## config.mk

```make
export PLATFORM = sky130hd
export DESIGN_NAME = simpleadder_requester
export DESIGN_NICKNAME = d
export VERILOG_FILES = /design/src/rtl/simpleadder_requester.sv
export SDC_FILE = /design/constraint.sdc
export NUM_CORES = 1
export LEC_CHECK = 0
export BUFFER_PORTS_ARGS = -buffer_cell sky130_fd_sc_hd__buf_4
export CORE_ASPECT_RATIO = 1.1
export CORE_MARGIN = 3
export CORE_UTILIZATION = 33
export DETAILED_ROUTE_END_ITERATION = 6
export SYNTH_ARGS = -nofsm -noshare
export SYNTH_HDL_FRONTEND = slang
export SYNTH_SLANG_ARGS = --single-unit
```

## constraint.sdc

```tcl
create_clock -name sig_clock -period 3.1 [get_ports sig_clock]
set_clock_uncertainty 0.2 [all_clocks]
set_input_delay 0.155 -clock sig_clock [delete_from_list [all_inputs] [get_ports sig_clock]]
set_output_delay 0.155 -clock sig_clock [all_outputs]
set_load 0.01 [all_outputs]
```

## src/rtl/simpleadder_requester.sv

```systemverilog
// Command FIFO plus IDLE/ISSUE/WAIT/RESP sequencer that drives an external adder and returns its result.
// Optional result checking is enabled by defining SIMPLEADDER_REQ_CHECK_EN.
module simpleadder_requester #(
    parameter int DATA_W     = 8,
    parameter int FIFO_DEPTH = 4,
    parameter int TIMEOUT    = 16
) (
    input  logic              sig_clock,
    input  logic              sig_rst,
    input  logic              cmd_valid,
    output logic              cmd_ready,
    input  logic [DATA_W-1:0] cmd_a,
    input  logic [DATA_W-1:0] cmd_b,
    input  logic [1:0]        cmd_op,
    output logic              rsp_valid,
    input  logic              rsp_ready,
    output logic [DATA_W:0]   rsp_data,
    output logic [1:0]        rsp_status,
    output logic              sig_en_i,
    output logic [DATA_W-1:0] sig_ina,
    output logic [DATA_W-1:0] sig_inb,
    output logic [1:0]        operation,
    input  logic              sig_en_o,
    input  logic [DATA_W:0]   sig_out,
    output logic              busy
);

    localparam int PTR_W = $clog2(FIFO_DEPTH);
    localparam int CNT_W = $clog2(FIFO_DEPTH + 1);
    localparam int TMO_W = $clog2(TIMEOUT + 1);
    localparam int ENT_W = 2 * DATA_W + 2;

    typedef enum logic [1:0] {
        ST_IDLE  = 2'd0,
        ST_ISSUE = 2'd1,
        ST_WAIT  = 2'd2,
        ST_RESP  = 2'd3
    } state_t;

    state_t            state_q;
    logic [ENT_W-1:0]  fifo_q [FIFO_DEPTH];
    logic [PTR_W-1:0]  wr_ptr_q;
    logic [PTR_W-1:0]  rd_ptr_q;
    logic [CNT_W-1:0]  count_q;
    logic [CNT_W-1:0]  count_d;
    logic              push_s;
    logic              pop_s;
    logic [DATA_W-1:0] head_a_s;
    logic [DATA_W-1:0] head_b_s;
    logic [1:0]        head_op_s;
    logic [TMO_W-1:0]  tmo_q;
    logic              cmd_ready_q;
    logic              rsp_valid_q;
    logic              sig_en_i_q;
    logic              busy_q;
    logic [DATA_W:0]   rsp_data_q;
    logic [1:0]        rsp_status_q;
    logic [DATA_W-1:0] ina_q;
    logic [DATA_W-1:0] inb_q;
    logic [1:0]        op_q;

    // Handshake qualifiers, FIFO head decode and next occupancy
    always_comb begin
        push_s = cmd_valid && cmd_ready_q;
        pop_s  = (state_q == ST_IDLE) && (count_q != CNT_W'(0));
        {head_op_s, head_b_s, head_a_s} = fifo_q[rd_ptr_q];
        count_d = count_q;
        if (push_s && !pop_s) begin
            count_d = count_q + CNT_W'(1);
        end else if (!push_s && pop_s) begin
            count_d = count_q - CNT_W'(1);
        end else begin
            count_d = count_q;
        end
    end

    // Command FIFO storage and pointers; reset drops every queued entry
    always_ff @(posedge sig_clock or negedge sig_rst) begin
        if (!sig_rst) begin
            wr_ptr_q <= PTR_W'(0);
            rd_ptr_q <= PTR_W'(0);
            count_q  <= CNT_W'(0);
            for (int i = 0; i < FIFO_DEPTH; i++) begin
                fifo_q[i] <= ENT_W'(0);
            end
        end else begin
            if (push_s) begin
                fifo_q[wr_ptr_q] <= {cmd_op, cmd_b, cmd_a};
                wr_ptr_q         <= wr_ptr_q + PTR_W'(1);
            end
            if (pop_s) begin
                rd_ptr_q <= rd_ptr_q + PTR_W'(1);
            end
            count_q <= count_d;
        end
    end

`ifdef SIMPLEADDER_REQ_CHECK_EN
    logic [DATA_W-1:0] hold_a_q;
    logic [DATA_W-1:0] hold_b_q;
    logic [1:0]        hold_op_q;
    logic [DATA_W:0]   exp_s;

    function automatic logic [DATA_W:0] expected_result(input logic [DATA_W-1:0] a,
                                                        input logic [DATA_W-1:0] b,
                                                        input logic [1:0]        op);
        logic [DATA_W:0] r;
        case (op)
            2'b00:   r = {1'b0, a} + {1'b0, b};
            2'b01:   r = {1'b0, a} - {1'b0, b};
            default: r = {(DATA_W + 1){1'b0}};
        endcase
        return r;
    endfunction

    // Holding register for the command currently being serviced
    always_ff @(posedge sig_clock or negedge sig_rst) begin
        if (!sig_rst) begin
            hold_a_q  <= DATA_W'(0);
            hold_b_q  <= DATA_W'(0);
            hold_op_q <= 2'b00;
        end else if (pop_s) begin
            hold_a_q  <= head_a_s;
            hold_b_q  <= head_b_s;
            hold_op_q <= head_op_s;
        end
    end

    // Reference result the adder is expected to return
    always_comb begin
        exp_s = expected_result(hold_a_q, hold_b_q, hold_op_q);
    end
`endif

    // Sequencer with all handshake and adder-side outputs registered
    always_ff @(posedge sig_clock or negedge sig_rst) begin
        if (!sig_rst) begin
            state_q      <= ST_IDLE;
            tmo_q        <= TMO_W'(0);
            cmd_ready_q  <= 1'b0;
            rsp_valid_q  <= 1'b0;
            rsp_data_q   <= {(DATA_W + 1){1'b0}};
            rsp_status_q <= 2'b00;
            sig_en_i_q   <= 1'b0;
            ina_q        <= DATA_W'(0);
            inb_q        <= DATA_W'(0);
            op_q         <= 2'b00;
            busy_q       <= 1'b0;
        end else begin
            cmd_ready_q <= (count_d != CNT_W'(FIFO_DEPTH));
            case (state_q)
                ST_IDLE: begin
                    if (pop_s) begin
                        busy_q <= 1'b1;
                        if (!head_op_s[1]) begin
                            state_q    <= ST_ISSUE;
                            sig_en_i_q <= 1'b1;
                            ina_q      <= head_a_s;
                            inb_q      <= head_b_s;
                            op_q       <= head_op_s;
                        end else begin
                            // Unsupported opcodes are answered without touching the adder
                            state_q      <= ST_RESP;
                            rsp_valid_q  <= 1'b1;
                            rsp_data_q   <= {(DATA_W + 1){1'b0}};
                            rsp_status_q <= 2'b10;
                        end
                    end else begin
                        busy_q <= (count_d != CNT_W'(0));
                    end
                end
                ST_ISSUE: begin
                    state_q    <= ST_WAIT;
                    sig_en_i_q <= 1'b0;
                    tmo_q      <= TMO_W'(0);
                    busy_q     <= 1'b1;
                end
                ST_WAIT: begin
                    busy_q <= 1'b1;
                    if (sig_en_o) begin
                        state_q     <= ST_RESP;
                        rsp_valid_q <= 1'b1;
                        rsp_data_q  <= sig_out;
`ifdef SIMPLEADDER_REQ_CHECK_EN
                        rsp_status_q <= (sig_out != exp_s) ? 2'b11 : 2'b00;
`else
                        rsp_status_q <= 2'b00;
`endif
                    end else if (tmo_q == TMO_W'(TIMEOUT - 1)) begin
                        state_q      <= ST_RESP;
                        rsp_valid_q  <= 1'b1;
                        rsp_data_q   <= {(DATA_W + 1){1'b0}};
                        rsp_status_q <= 2'b01;
                    end else begin
                        tmo_q <= tmo_q + TMO_W'(1);
                    end
                end
                ST_RESP: begin
                    if (rsp_ready) begin
                        state_q     <= ST_IDLE;
                        rsp_valid_q <= 1'b0;
                        busy_q      <= (count_d != CNT_W'(0));
                    end else begin
                        busy_q <= 1'b1;
                    end
                end
                default: begin
                    state_q     <= ST_IDLE;
                    sig_en_i_q  <= 1'b0;
                    rsp_valid_q <= 1'b0;
                    busy_q      <= (count_d != CNT_W'(0));
                end
            endcase
        end
    end

    assign cmd_ready  = cmd_ready_q;
    assign rsp_valid  = rsp_valid_q;
    assign rsp_data   = rsp_data_q;
    assign rsp_status = rsp_status_q;
    assign sig_en_i   = sig_en_i_q;
    assign sig_ina    = ina_q;
    assign sig_inb    = inb_q;
    assign operation  = op_q;
    assign busy       = busy_q;

endmodule

```

### After elaboration in Yosys (flattened, before gate mapping)

Cells that the tools add are included.

| storage, ports and cells | value |
|---|---|
| output and inout bits | 33 |
| input port bits | 32 |
| register bits after elaboration | 118 |
| logic and storage cells | 101 |

| cells by class | value |
|---|---|
| add/sub/neg operators | 5 |
| magnitude comparators | 3 |
| muxes and demuxes | 39 |
| equality and inequality tests | 12 |
| reduce and logical (&&, ||, !) cells | 21 |
| bitwise gates (word level) | 3 |

Operators with widths:

| operator | number |
|---|---|
| $bwmux W72 | 1 |
| $mux W18 | 3 |
| $bmux W18 S2 | 1 |
| $demux W18 S2 | 1 |
| $mux W9 | 4 |
| $mux W2 | 9 |
| $pmux W9 S2 | 1 |
| $ne A2 B2 Y1 const B | 6 |
| $reduce_and A3 Y1 | 4 |
| $mux W5 | 2 |
| $pmux W5 S2 | 1 |
| $mux W1 | 9 |
| $reduce_bool A3 Y1 | 3 |
| $pmux W2 S4 | 1 |
| $ge A3 B3 Y1 const B | 2 |
| $mux W3 | 2 |
| $ne A3 B3 Y1 const B | 2 |
| $not A2 Y3 | 2 |
| $pmux W1 S3 | 2 |
| $reduce_bool A2 Y1 | 3 |
| $add A5 B1 Y5 const B | 1 |
| $eq A5 B4 Y1 const B | 1 |
| $logic_and A1 B1 Y1 | 5 |
| $reduce_and A5 Y1 | 1 |
| 13 further kinds | 16 |

### Longest topological paths before layout

Gate-level depths: netlist of the first run.

| logic depth | value |
|---|---|
| depth after elaboration | 8 |
| depth in mapped cells | 9 |
| mapped depth without buffers | 8 |

### Worst setup path before layout of the first run

OpenSTA, ideal clock, no wires.

| timing path | value |
|---|---|
| path kind | register to register |
| start point | register count_q[0] |
| end point | register ina_q[0] (netlist: sig_ina[0]) |
| period minus slack after synthesis | 2.209 ns |
| data arrival time | 1.884 ns |
| path buffers | 2 |
| setup slack | 0.891 ns |
| library setup time | 0.125 ns |
| stages on the path, launching flop included | 9 |
| required time | 2.775 ns |
| cell sequence | dfrtp_1 -> inv_1 -> ha_1 -> ha_1 -> nand2b_1 -> clkbuf_1 -> nor2_4 -> buf_6 -> mux2_2 |

| between the ends | value |
|---|---|
| longest elaborated chain between the ends | 3 |

RTL lines:

| element | line | source |
|---|---|---|
| from (decl) | 44 | `logic [CNT_W-1:0] count_q;` |
| from (signal assigned) | 94 | `count_q <= count_d;` |
| $reduce_bool A3 Y1 | 65 | `pop_s = (state_q == ST_IDLE) && (count_q != CNT_W'(0));` |
| $logic_and A1 B1 Y1 | 65 |  |
| $reduce_and A3 Y1 (no source line) | -- |  |
| to (signal assigned) | 158 | `ina_q <= head_a_s;` |
| to (decl) | 58 | `logic [DATA_W-1:0] ina_q;` |

Every way passes these cells.
A chain may end at the register's enable or synchronous reset.

### Final worst setup path of the first run

| timing path | value |
|---|---|
| start point | register state_q[1] |
| end point | register inb_q[6] (netlist: sig_inb[6]) |

| between the ends | value |
|---|---|
| longest elaborated chain between the ends | 3 |

RTL lines:

| element | line | source |
|---|---|---|
| from (decl) | 40 | `state_t state_q;` |
| from (signal assigned) | 138 | `state_q <= ST_IDLE;` |
| from (signal assigned) | 156 | `state_q <= ST_ISSUE;` |
| from (signal assigned) | 163 | `state_q <= ST_RESP;` |
| $logic_not A2 Y1 (*) | 65, 151 |  |
| $logic_and A1 B1 Y1 | 65 |  |
| $reduce_and A3 Y1 (no source line) (*) | -- |  |
| to (signal assigned) | 159 | `inb_q <= head_b_s;` |
| to (decl) | 59 | `logic [DATA_W-1:0] inb_q;` |

Every way passes the cells marked *; elsewhere a longest branch is shown, timed or not.

==> out/metrics.yaml, run 1 <==
hold_viol_final: 0
yosysSeqAreaShare: 0.563
die-area_mm2: 0.0175
core_mm2: 0.0153
regArea_mm2: 0.00295
final_cell_count_no_fill: 672
rr_worst_depth: 5
cts_max_path_buffers: 2
multi_input_area_mm2: 0.00217
max-vdd-ir-drop_mv: 0.479
drcViolationCount: 0
power_density_mw_per_mm2: 1150
drtAntennaViolNets: 0
grt_max_degree: 64
synth_top_area_frac: 0.563
cp_slowest_cell: "nor2_4"
crit_start: "state_q[1]$_DFFE_PN0P_"
grt_pass1_wl_mm: 18.3
critPathArrivalTime_ns: 2.65
num-fill-cells: 1409
io_pins: 65
start_kind: "register"
synthFlopType: "dfrtp_1"
grt_pass1_vias: 3584
preCtsSetupSlack_ns: 0.529
vias: 3286
totalPowerFinal_mw: 7.93
placementRows: 47
track_usage: 0.133
place_congestion: 0.768
wl_met1_mm: 4.84
clockRootBuffer: "clkbuf_16"
vias_per_cell: 4.89
area_delta_synth_final_pct: 31.8
dp_cells: 610
drt-initial-drc-count: 160
setup_ws_ns: 0.536
layout.nets: 508
slowest_delay_ns: 0.55
ys_types: 38
yosysMostFrequentCell: "dfrtp_1"
r2r_start: "state_q[1]$_DFFE_PN0P_"
rsz0062_at_grt: "no"
synth_area_per_cell_um2: 14.6
period_needed_ns: 2.56
port_buffers: 63
totalWireLength_mm: 10.9
r2r_end: "sig_inb[6]$_DFFE_PN0P_"
tns_ns: 0
wl_per_cell_um: 16.3
cp_data_required_time_ns: 3.19
status: "complete, no violations"
syn-cell-area_mm2: 0.00525
timing.fmax_mhz: 390
reg2reg_slack_ns: 0.54
insertion_delay_ns: 0.41
yosys_register_bits: 118
h-tree-depth: 4
finish.utilization: 0.452
syn_nets: 404
met3_length_um: 351
synth_common_cells: "118 x dfrtp_1, 90 x mux2_2, 18 x mux4_2, 18 x nand2_1, 14 x a22o_1"
die_h_um: 138
grt-ovfl-total: 0
async_flop_share: 1.00
min_path_type: "in -> reg"
end_kind: "register"
yosys-top-cells-area: "dfrtp_1 56%, mux2_2 19%, mux4_2 7.7%, ha_1 3.1%, a22o_1 2.3%"
clk_pin_slew_ns: 0.05
final_layout_size_suffix_gt1_frac: 0.443
synthCells: 359
period_share: 0.827
postCtsSetupBuffers: 0
highest_layer: "met4"
die_x_um: 126
yosysWarningCount: 0
yosys.area.top_type: "dfrtp_1"
antenna_cells: 0
worst_pin_slew_ns: 0.809
antenna_found_initial: 0
dpl.hpwl_mm: 7.01
cts_buffers: 17
initial_core_util: 0.343
tritoncts: "yes"
power_leakage_nw: 3.08
drv_slew: 0
cts.sinks: 118
maxCapViolCount: 0
crit_fanout: 18
worstPathCellList: "inv_1 -> ha_1 -> nand2b_1 -> nor2_4 -> mux2_2"
crit_end: "sig_inb[6]$_DFFE_PN0P_"
finalSetupViolations: 0
firstDrtPassIters: 4
synth_edf_count: 0
max_slew_margin: 0.461
critPathKind: "reg -> reg"
wl_met2_mm: 5.47
## state kept, by name, indices dropped and copies added, names as in the netlist, 2 cells and up
register    cells
count_q         3
rd_ptr_q        2
tmo_q           5
wr_ptr_q        2
sig_inb         8
rsp_status      2
state_q         2
rsp_data        9
sig_ina         8
fifo_q         72
## worst min-delay path by stage
stage | from | slack (ns) | endpoint | cells after the start
4_1_cts | cmd_valid | 0.04 | count_q[1]$_DFF_PN0_ | 5
3_3_place_gp | sig_rst | 0.08 | rsp_valid$_DFFE_PN0P_ | 1
6_report | cmd_valid | 0.05 | count_q[1]$_DFF_PN0_ | 5
5_1_grt | cmd_valid | 0.07 | count_q[1]$_DFF_PN0_ | 5
2_1_floorplan | sig_rst | -0.34 | busy$_DFF_PN0_ | 0
3_5_place_dp | sig_rst | 0.11 | rsp_valid$_DFFE_PN0P_ | 1
## cell families after synthesis
logic type,Yosys count,share of synthesized area
compound gates,40,0.0539
flops,118,0.563
buf+inv,26,0.0246
mux,109,0.272
xor+xnor,8,0.0134
fa+ha+maj,13,0.0310
other cells,1,0.000715
simple gates,44,0.0415
## cell usage in the layout (no fill, tap or decap), types with 2 or more instances in the layout
master,n
dfrtp_1,118
inv_1,11
o21ai_0,9
a22o_1,14
nor2_1,9
nand2_1,18
clkbuf_16,17
bufinv_16,6
buf_4,69
nand2b_1,3
nor2b_1,3
o211ai_1,2
clkbuf_8,3
o31ai_1,3
nand3_1,2
mux4_2,18
mux2_2,90
dlygate4sd3_1,30
a31oi_1,2
clkbuf_1,4
ha_1,13
xnor2_1,7
a21oi_1,6
## per-stage QoR
stage               hold slack [ns]  area [um2]
finish                       0.0512        6920
CTS                          0.0350        6920
global route                 0.0712        6920
floorplan                    -0.341        5250
global placement             0.0822        5940
detailed placement            0.106        5940
## where the power goes
| group | total [mW] | switching, mW | internal [mW] |
|---|---|---|---|
| clock network | 2.23 | 0.661 | 1.57 |
| registers | 2.75 | 0.419 | 2.33 |
| logic | 2.95 | 1.27 | 1.68 |
| total | 7.93 | 2.35 | 5.58 |
## critical path, delay by kind of cell (launching register included)
kind / cells / cell delay [ns]
adder cells (fa/ha/maj): 1 / 0.49
buffers and inverters: 1 / 0.10
AND/OR/NAND/NOR: 2 / 0.85
flip-flops: 1 / 0.41
multiplexers: 1 / 0.40
## area by class of cell
class,count,area share
Tap cell,196,0.0354
Inverter,11,0.00597
Sequential cell,118,0.427
Clock inverter,8,0.0279
Timing Repair Buffer,100,0.121
Clock buffer,24,0.0696
Multi-Input combinational cell,215,0.313
## layer usage
metal,up-vias,global-route usage
li1,1507,-
met1,1688,0.164
met2,72,0.220
met4,0,0.0604
met3,19,0.0343
met5,-,0
## what timing repair did
| action | 4_1_cts | 5_1_grt |
|---|---|---|
| hold buffers | 30 | 0 |
| endpoints found under the hold margin | 145 | 0 |
| gates resized for setup | 0 | 0 |
No activity file was read; power rests on OpenSTA's default activity.
==> run 2: changes to the inputs <==
==> constraint.sdc (replaced) <==
create_clock -name sig_clock -period 2.5 [get_ports sig_clock]
set_clock_uncertainty 0.2 [all_clocks]
set_input_delay 0.125 -clock sig_clock [delete_from_list [all_inputs] [get_ports sig_clock]]
set_output_delay 0.125 -clock sig_clock [all_outputs]
set_load 0.01 [all_outputs]
==> run 2 against run 1 <==
  * Routed wire length rose by 2.8%
  * Count of clock-buffer cells in the layout decreased by 5
  * Utilization grew 0.66 points
  * Sequential share of layout area shrank 0.62 points
  * Cell count is 1.0% higher
  * Sequential power grew 24%
  * Largest cell class unchanged
  * Critical endpoint is now sig_inb[0]$_DFFE_PN0P_
==> out/metrics.yaml, run 2 (synthesis results as in run 1) <==
layout_commonest_cell: "dfrtp_1"
critPathArrivalTime_ns: 2.31  # -0.34 ns
drtAntennaViolNets: 0  # unchanged
cts_max_path_buffers: 2  # unchanged
antenna_cells: 0  # unchanged
finish.utilization: 0.459  # +0.00663
rr_worst_depth: 7  # +2
maxCapViolCount: 0  # unchanged
end_kind: "register"
firstDrtPassIters: 4  # unchanged
vias_per_cell: 4.86  # -0.61%
tns_ns: 0  # unchanged
preCtsSetupSlack_ns: 0.284  # -0.245 ns
period_share: 0.891  # +0.0639
die_x_um: 126  # unchanged
placementRows: 47  # unchanged
grt_pass1_vias: 3644  # +1.7%
status: "complete, no violations"
timing.fmax_mhz: 449  # +15%
die-area_mm2: 0.0175  # unchanged
setup_ws_ns: 0.273  # -0.263 ns
hold_viol_final: 0  # unchanged
drcViolationCount: 0  # unchanged
antenna_found_initial: 0  # unchanged
top_register: "fifo_q"
tritoncts: "yes"
insertion_delay_ns: 0.41  # about the same
final_layout_size_suffix_gt1_frac: 0.455  # +0.0122
vias: 3300  # +0.43%
postCtsSetupBuffers: 0  # unchanged
min_path_type: "in -> reg"
finalSetupViolations: 0  # unchanged
drt-initial-drc-count: 146  # -8.8%
largest_register_ffs: 72  # unchanged
dpl.hpwl_mm: 7.43  # +6.0%
critPathKind: "reg -> reg"
drv_slew: 0  # unchanged
clk_pin_slew_ns: 0.05  # about the same
h-tree-depth: 4  # unchanged
place_congestion: 0.747  # -2.8%
initial_core_util: 0.343  # unchanged
wl_per_cell_um: 16.5  # +1.7%
power_leakage_nw: 3.14  # +1.8%
clockRootBuffer: "clkbuf_16"
max_slew_margin: 0.533  # +0.0723
start_kind: "register"
grt_max_degree: 52  # -19%
min_delay_path_depth: 5  # unchanged
design_area_mm2: 0.00702  # +1.5%
cts_buffers: 17  # unchanged
track_usage: 0.137  # +0.00401
grt-ovfl-total: 0  # unchanged
grt_pass1_wl_mm: 18.9  # +3.0%
power_density_mw_per_mm2: 1420  # +24%
core_mm2: 0.0153  # unchanged
totalPowerFinal_mw: 9.96  # +26%
area_delta_synth_final_pct: 33.8
cts.sinks: 118  # unchanged
placed_area_mm2: 0.00606  # +1.9%
totalWireLength_mm: 11.2  # +2.8%
cp_data_required_time_ns: 2.59  # -0.60 ns
max-vdd-ir-drop_mv: 0.545  # +14%
rsz0062_at_grt: "no"
die_h_um: 138  # unchanged
port_buffers: 63  # unchanged
period_needed_ns: 2.23  # -0.337 ns
worst_pin_slew_ns: 0.700  # -0.108 ns
layout_common_cells: "118 x dfrtp_1, 90 x mux2_2, 71 x buf_4"
io_pins: 65  # unchanged
num-fill-cells: 1350  # -4.2%
crit_fanout: 14  # -4
layout.nets: 515  # +1.4%
run 2: cell count changes in the layout (fill, tap and decap cells not counted), sizes merged:
cell and delta:
inv +1, clkinvlp +1, clkbuf -5, clkinv +3
buf +7
run 2: path summary, 6_finish.rpt:
| kind | slack, ns | startpoint | to |
|---|---|---|---|
| setup / recovery | 0.27 | count_q[0]$_DFF_PN0_ | sig_inb[0]$_DFFE_PN0P_ |
| hold / removal | 0.06 | cmd_valid | count_q[1]$_DFF_PN0_ |
| setup reg to reg | 0.27 | count_q[0]$_DFF_PN0_ | sig_inb[0]$_DFFE_PN0P_ |
| hold reg to reg | 0.30 | fifo_q[32]$_DFFE_PN0P_ | fifo_q[32]$_DFFE_PN0P_ |
| max in group asynchronous | 1.31 | sig_rst | fifo_q[49]$_DFFE_PN0P_ |
| min in group asynchronous | 0.11 | sig_rst | tmo_q[0]$_DFFE_PN0P_ |
run 2: timing repair:
item	4_1_cts	5_1_grt
hold buffers	30	0
hold endpoints to repair	131	0
resized for setup	0	0
run 2: metrics by stage:
| step | hold WS (ns) | instances |
|---|---|---|
| 4_1_cts | 0.0236 | 679 |
| 3_5_place_dp | 0.0203 | 617 |
| 3_3_place_gp | 0.00923 | 617 |
| 5_1_grt | 0.0480 | 679 |
| 6_report | 0.0584 | 679 |
| 2_1_floorplan | -0.371 | 359 |
run 2: metal layers:
| metal | wire length [um] | vias up | global-route usage |
|---|---|---|---|
| met3 | 340 | 12 | 0.0394 |
| li1 | - | 1526 | - |
| met1 | 5010 | 1698 | 0.171 |
| met4 | 128 | 0 | 0.0497 |
| met2 | 5760 | 64 | 0.229 |
| met5 | 0 | - | 0 |
run 2: report_power, final:
group / switching (mW) / internal, mW
sequential: 0.531 / 2.89
combinational: 1.62 / 2.20
clock: 0.846 / 1.87
total: 3.00 / 6.96
run 2: area by class of cell:
| cell class | count | area, um2 | share of cell area |
|---|---|---|---|
| Sequential cell | 118 | 2950 | 0.421 |
| Tap cell | 196 | 245 | 0.0349 |
| Inverter | 11 | 41.3 | 0.00588 |
| Multi-Input combinational cell | 215 | 2170 | 0.309 |
| Clock buffer | 19 | 433 | 0.0617 |
| Timing Repair Buffer | 107 | 953 | 0.136 |
| Clock inverter | 13 | 228 | 0.0324 |
run 2: worst max-delay path, stage by stage, from the launching register on:
cell,delay [ns]
dfrtp_1,0.41
inv_1,0.07
ha_1,0.20
ha_1,0.23
nand2b_1,0.28
nor2_4,0.19
buf_12,0.17
mux2_2,0.34
==> run 3: changes to the inputs <==
--- a/config.mk
+++ b/config.mk
@@ -9,6 +9,7 @@
 export CORE_ASPECT_RATIO = 1.1
 export CORE_MARGIN = 3
 export CORE_UTILIZATION = 33
+export CTS_BUF_LIST = sky130_fd_sc_hd__clkbuf_16
 export DETAILED_ROUTE_END_ITERATION = 6
 export SYNTH_ARGS = -nofsm -noshare
 export SYNTH_HDL_FRONTEND = slang
==> constraint.sdc (replaced) <==
create_clock -name sig_clock -period 2.4 [get_ports sig_clock]
set_clock_uncertainty 0.2 [all_clocks]
set_input_delay 0.12 -clock sig_clock [delete_from_list [all_inputs] [get_ports sig_clock]]
set_output_delay 0.12 -clock sig_clock [all_outputs]
set_load 0.01 [all_outputs]
==> run 3 against run 2 <==
  * Count of clock-buffer cells in the layout down 2
  * Register-to-register slack worse by 0.09 ns
  * Fmax up 0.67%
  * Largest power group unchanged
==> out/metrics.yaml, run 3 (synthesis results as in run 1) <==
status: "complete, no violations"
antenna_cells: 0  # unchanged
max-vdd-ir-drop_mv: 0.839  # +54%
initial_core_util: 0.343  # unchanged
die_x_um: 126  # unchanged
drt-initial-drc-count: 153  # +4.8%
die-area_mm2: 0.0175  # unchanged
dpl.hpwl_mm: 7.68  # +3.3%
antenna_found_initial: 0  # unchanged
grt_pass1_vias: 3644  # unchanged
finalSetupViolations: 0  # unchanged
power_frac_clock: 0.266  # -0.006
hold_viol_final: 0  # unchanged
power_density_mw_per_mm2: 1460  # +3.2%
layout.nets: 522  # +1.4%
period_share: 0.922  # +0.0310
io_pins: 65  # unchanged
layout_common_cells: "118 x dfrtp_1, 90 x mux2_2, 80 x buf_4"
cp_data_required_time_ns: 2.51  # -0.08 ns
dp_cells: 622  # +0.81%
vias: 3334  # +1.0%
grt_max_degree: 51  # -1.9%
power_leakage_nw: 3.13  # -0.35%
port_buffers: 63  # unchanged
p_sw_mw: 3.16  # +5.3%
totalPowerFinal_mw: 10.3  # +3.0%
max_slew_margin: 0.527  # -0.00597
start_kind: "register"
worst_pin_slew_ns: 0.707  # +0.00662 ns
timing.fmax_mhz: 452  # +0.67%
clk_pin_slew_ns: 0.06  # about the same
reg2reg_slack_ns: 0.19  # -0.09 ns
clockRootBuffer: "clkbuf_16"
maxCapViolCount: 0  # unchanged
grt-ovfl-total: 0  # unchanged
top_register: "fifo_q"
place_congestion: 0.792  # +6.0%
critPathArrivalTime_ns: 2.32  # about the same
drtAntennaViolNets: 0  # unchanged
pwr-share-seq: 0.348  # +0.005
wl_per_cell_um: 16.8  # +1.5%
h-tree-depth: 4  # unchanged
placed_area_mm2: 0.00605  # -0.21%
tns_ns: 0  # unchanged
drv_slew: 0  # unchanged
rsz0062_at_grt: "no"
postCtsSetupBuffers: 0  # unchanged
p_int_mw: 7.10  # +2.0%
largest_register_ffs: 72  # unchanged
min_path_type: "in -> async"
layout_commonest_cell: "dfrtp_1"
tritoncts: "yes"
cts.sinks: 118  # unchanged
core_mm2: 0.0153  # unchanged
drcViolationCount: 0  # unchanged
final_layout_size_suffix_gt1_frac: 0.459  # +0.00370
critPathKind: "reg -> reg"
firstDrtPassIters: 4  # unchanged
totalWireLength_mm: 11.5  # +2.6%
final_cell_count_no_fill: 686  # +1.0%
placementRows: 47  # unchanged
grt_pass1_wl_mm: 19.2  # +1.7%
swShare: 0.308  # +0.00666
design_area_mm2: 0.00700  # -0.21%
period_needed_ns: 2.21  # -0.0147 ns
cts_buffers: 17  # unchanged
insertion_delay_ns: 0.43  # +0.02 ns
end_kind: "register"
die_h_um: 138  # unchanged
cts_max_path_buffers: 2  # unchanged
area_delta_synth_final_pct: 33.5
vias_per_cell: 4.86  # about the same
crit_fanout: 11  # -3
track_usage: 0.141  # +0.00369
whs_ns: 0.0736  # +0.0152 ns
p_comb_frac: 0.386  # +0.002
-- run 3: cell count changes in the layout (fill, tap and decap cells not counted), sizes merged --
cell / delta
bufinv: -1
clkinv: +2
inv: -1
clkbuf: -2
dlygate4sd3: +2
clkinvlp: +2
buf: +5
-- run 3: worst paths after layout --
check,startpoint,endpoint,cells past startpoint
min in group sig_clock,sig_out[8],rsp_data[8]$_DFFE_PN0P_,3
min,sig_rst,fifo_q[20]$_DFFE_PN0P_,3
max in group asynchronous,sig_rst,rd_ptr_q[1]$_DFFE_PN0P_,3
max reg2reg,count_q[0]$_DFF_PN0_,sig_ina[0]$_DFFE_PN0P_,7
max,count_q[0]$_DFF_PN0_,sig_ina[0]$_DFFE_PN0P_,7
min reg2reg,fifo_q[14]$_DFFE_PN0P_,fifo_q[14]$_DFFE_PN0P_,1
-- run 3: per-layer routing --
layer,track usage,share of wire
met1,0.167,0.43
met2,0.238,0.51
met3,0.0436,0.046
met4,0.0593,0.022
met5,0,0
-- run 3: worst max-delay path: stages, from the launching register on --
cell and delay [ns]:
dfrtp_1 0.42, inv_1 0.06, ha_1 0.19, ha_1 0.24, nand2b_2 0.27, nor2_4 0.14
buf_4 0.22, mux2_2 0.36
-- run 3: area by class of cell --
class / instances / area [um2]
Clock inverter: 15 / 210
Multi-Input combinational cell: 215 / 2170
Timing Repair Buffer: 114 / 961
Sequential cell: 118 / 2950
Fill cell: 1386 / 8290
Inverter: 11 / 41.3
Clock buffer: 17 / 425
Tap cell: 196 / 245
-- run 3: per-stage QoR --
stage               utilization  setup WS, ns
floorplan                     -         0.191
global placement          0.395         0.213
detailed placement        0.395         0.140
CTS                       0.458         0.115
global route              0.458        0.0388
finish                    0.458         0.187
-- run 3: power by group through the flow --
stage          logic [mW]  registers, mW  clock network [mW]
2_1_floorplan        2.71           3.54                   0
3_3_place_gp         3.86           3.54                   0
3_5_place_dp         3.96           3.61                   0
4_1_cts              4.03           3.58                2.78
5_1_grt              4.36           3.71                2.86
6_report             3.96           3.57                2.73
-- run 3: what timing repair did --
action,in CTS,in global routing
setup endpoints to repair,0,9
resized for setup,0,1
hold buffers,32,0
endpoints found under the hold margin,202,0
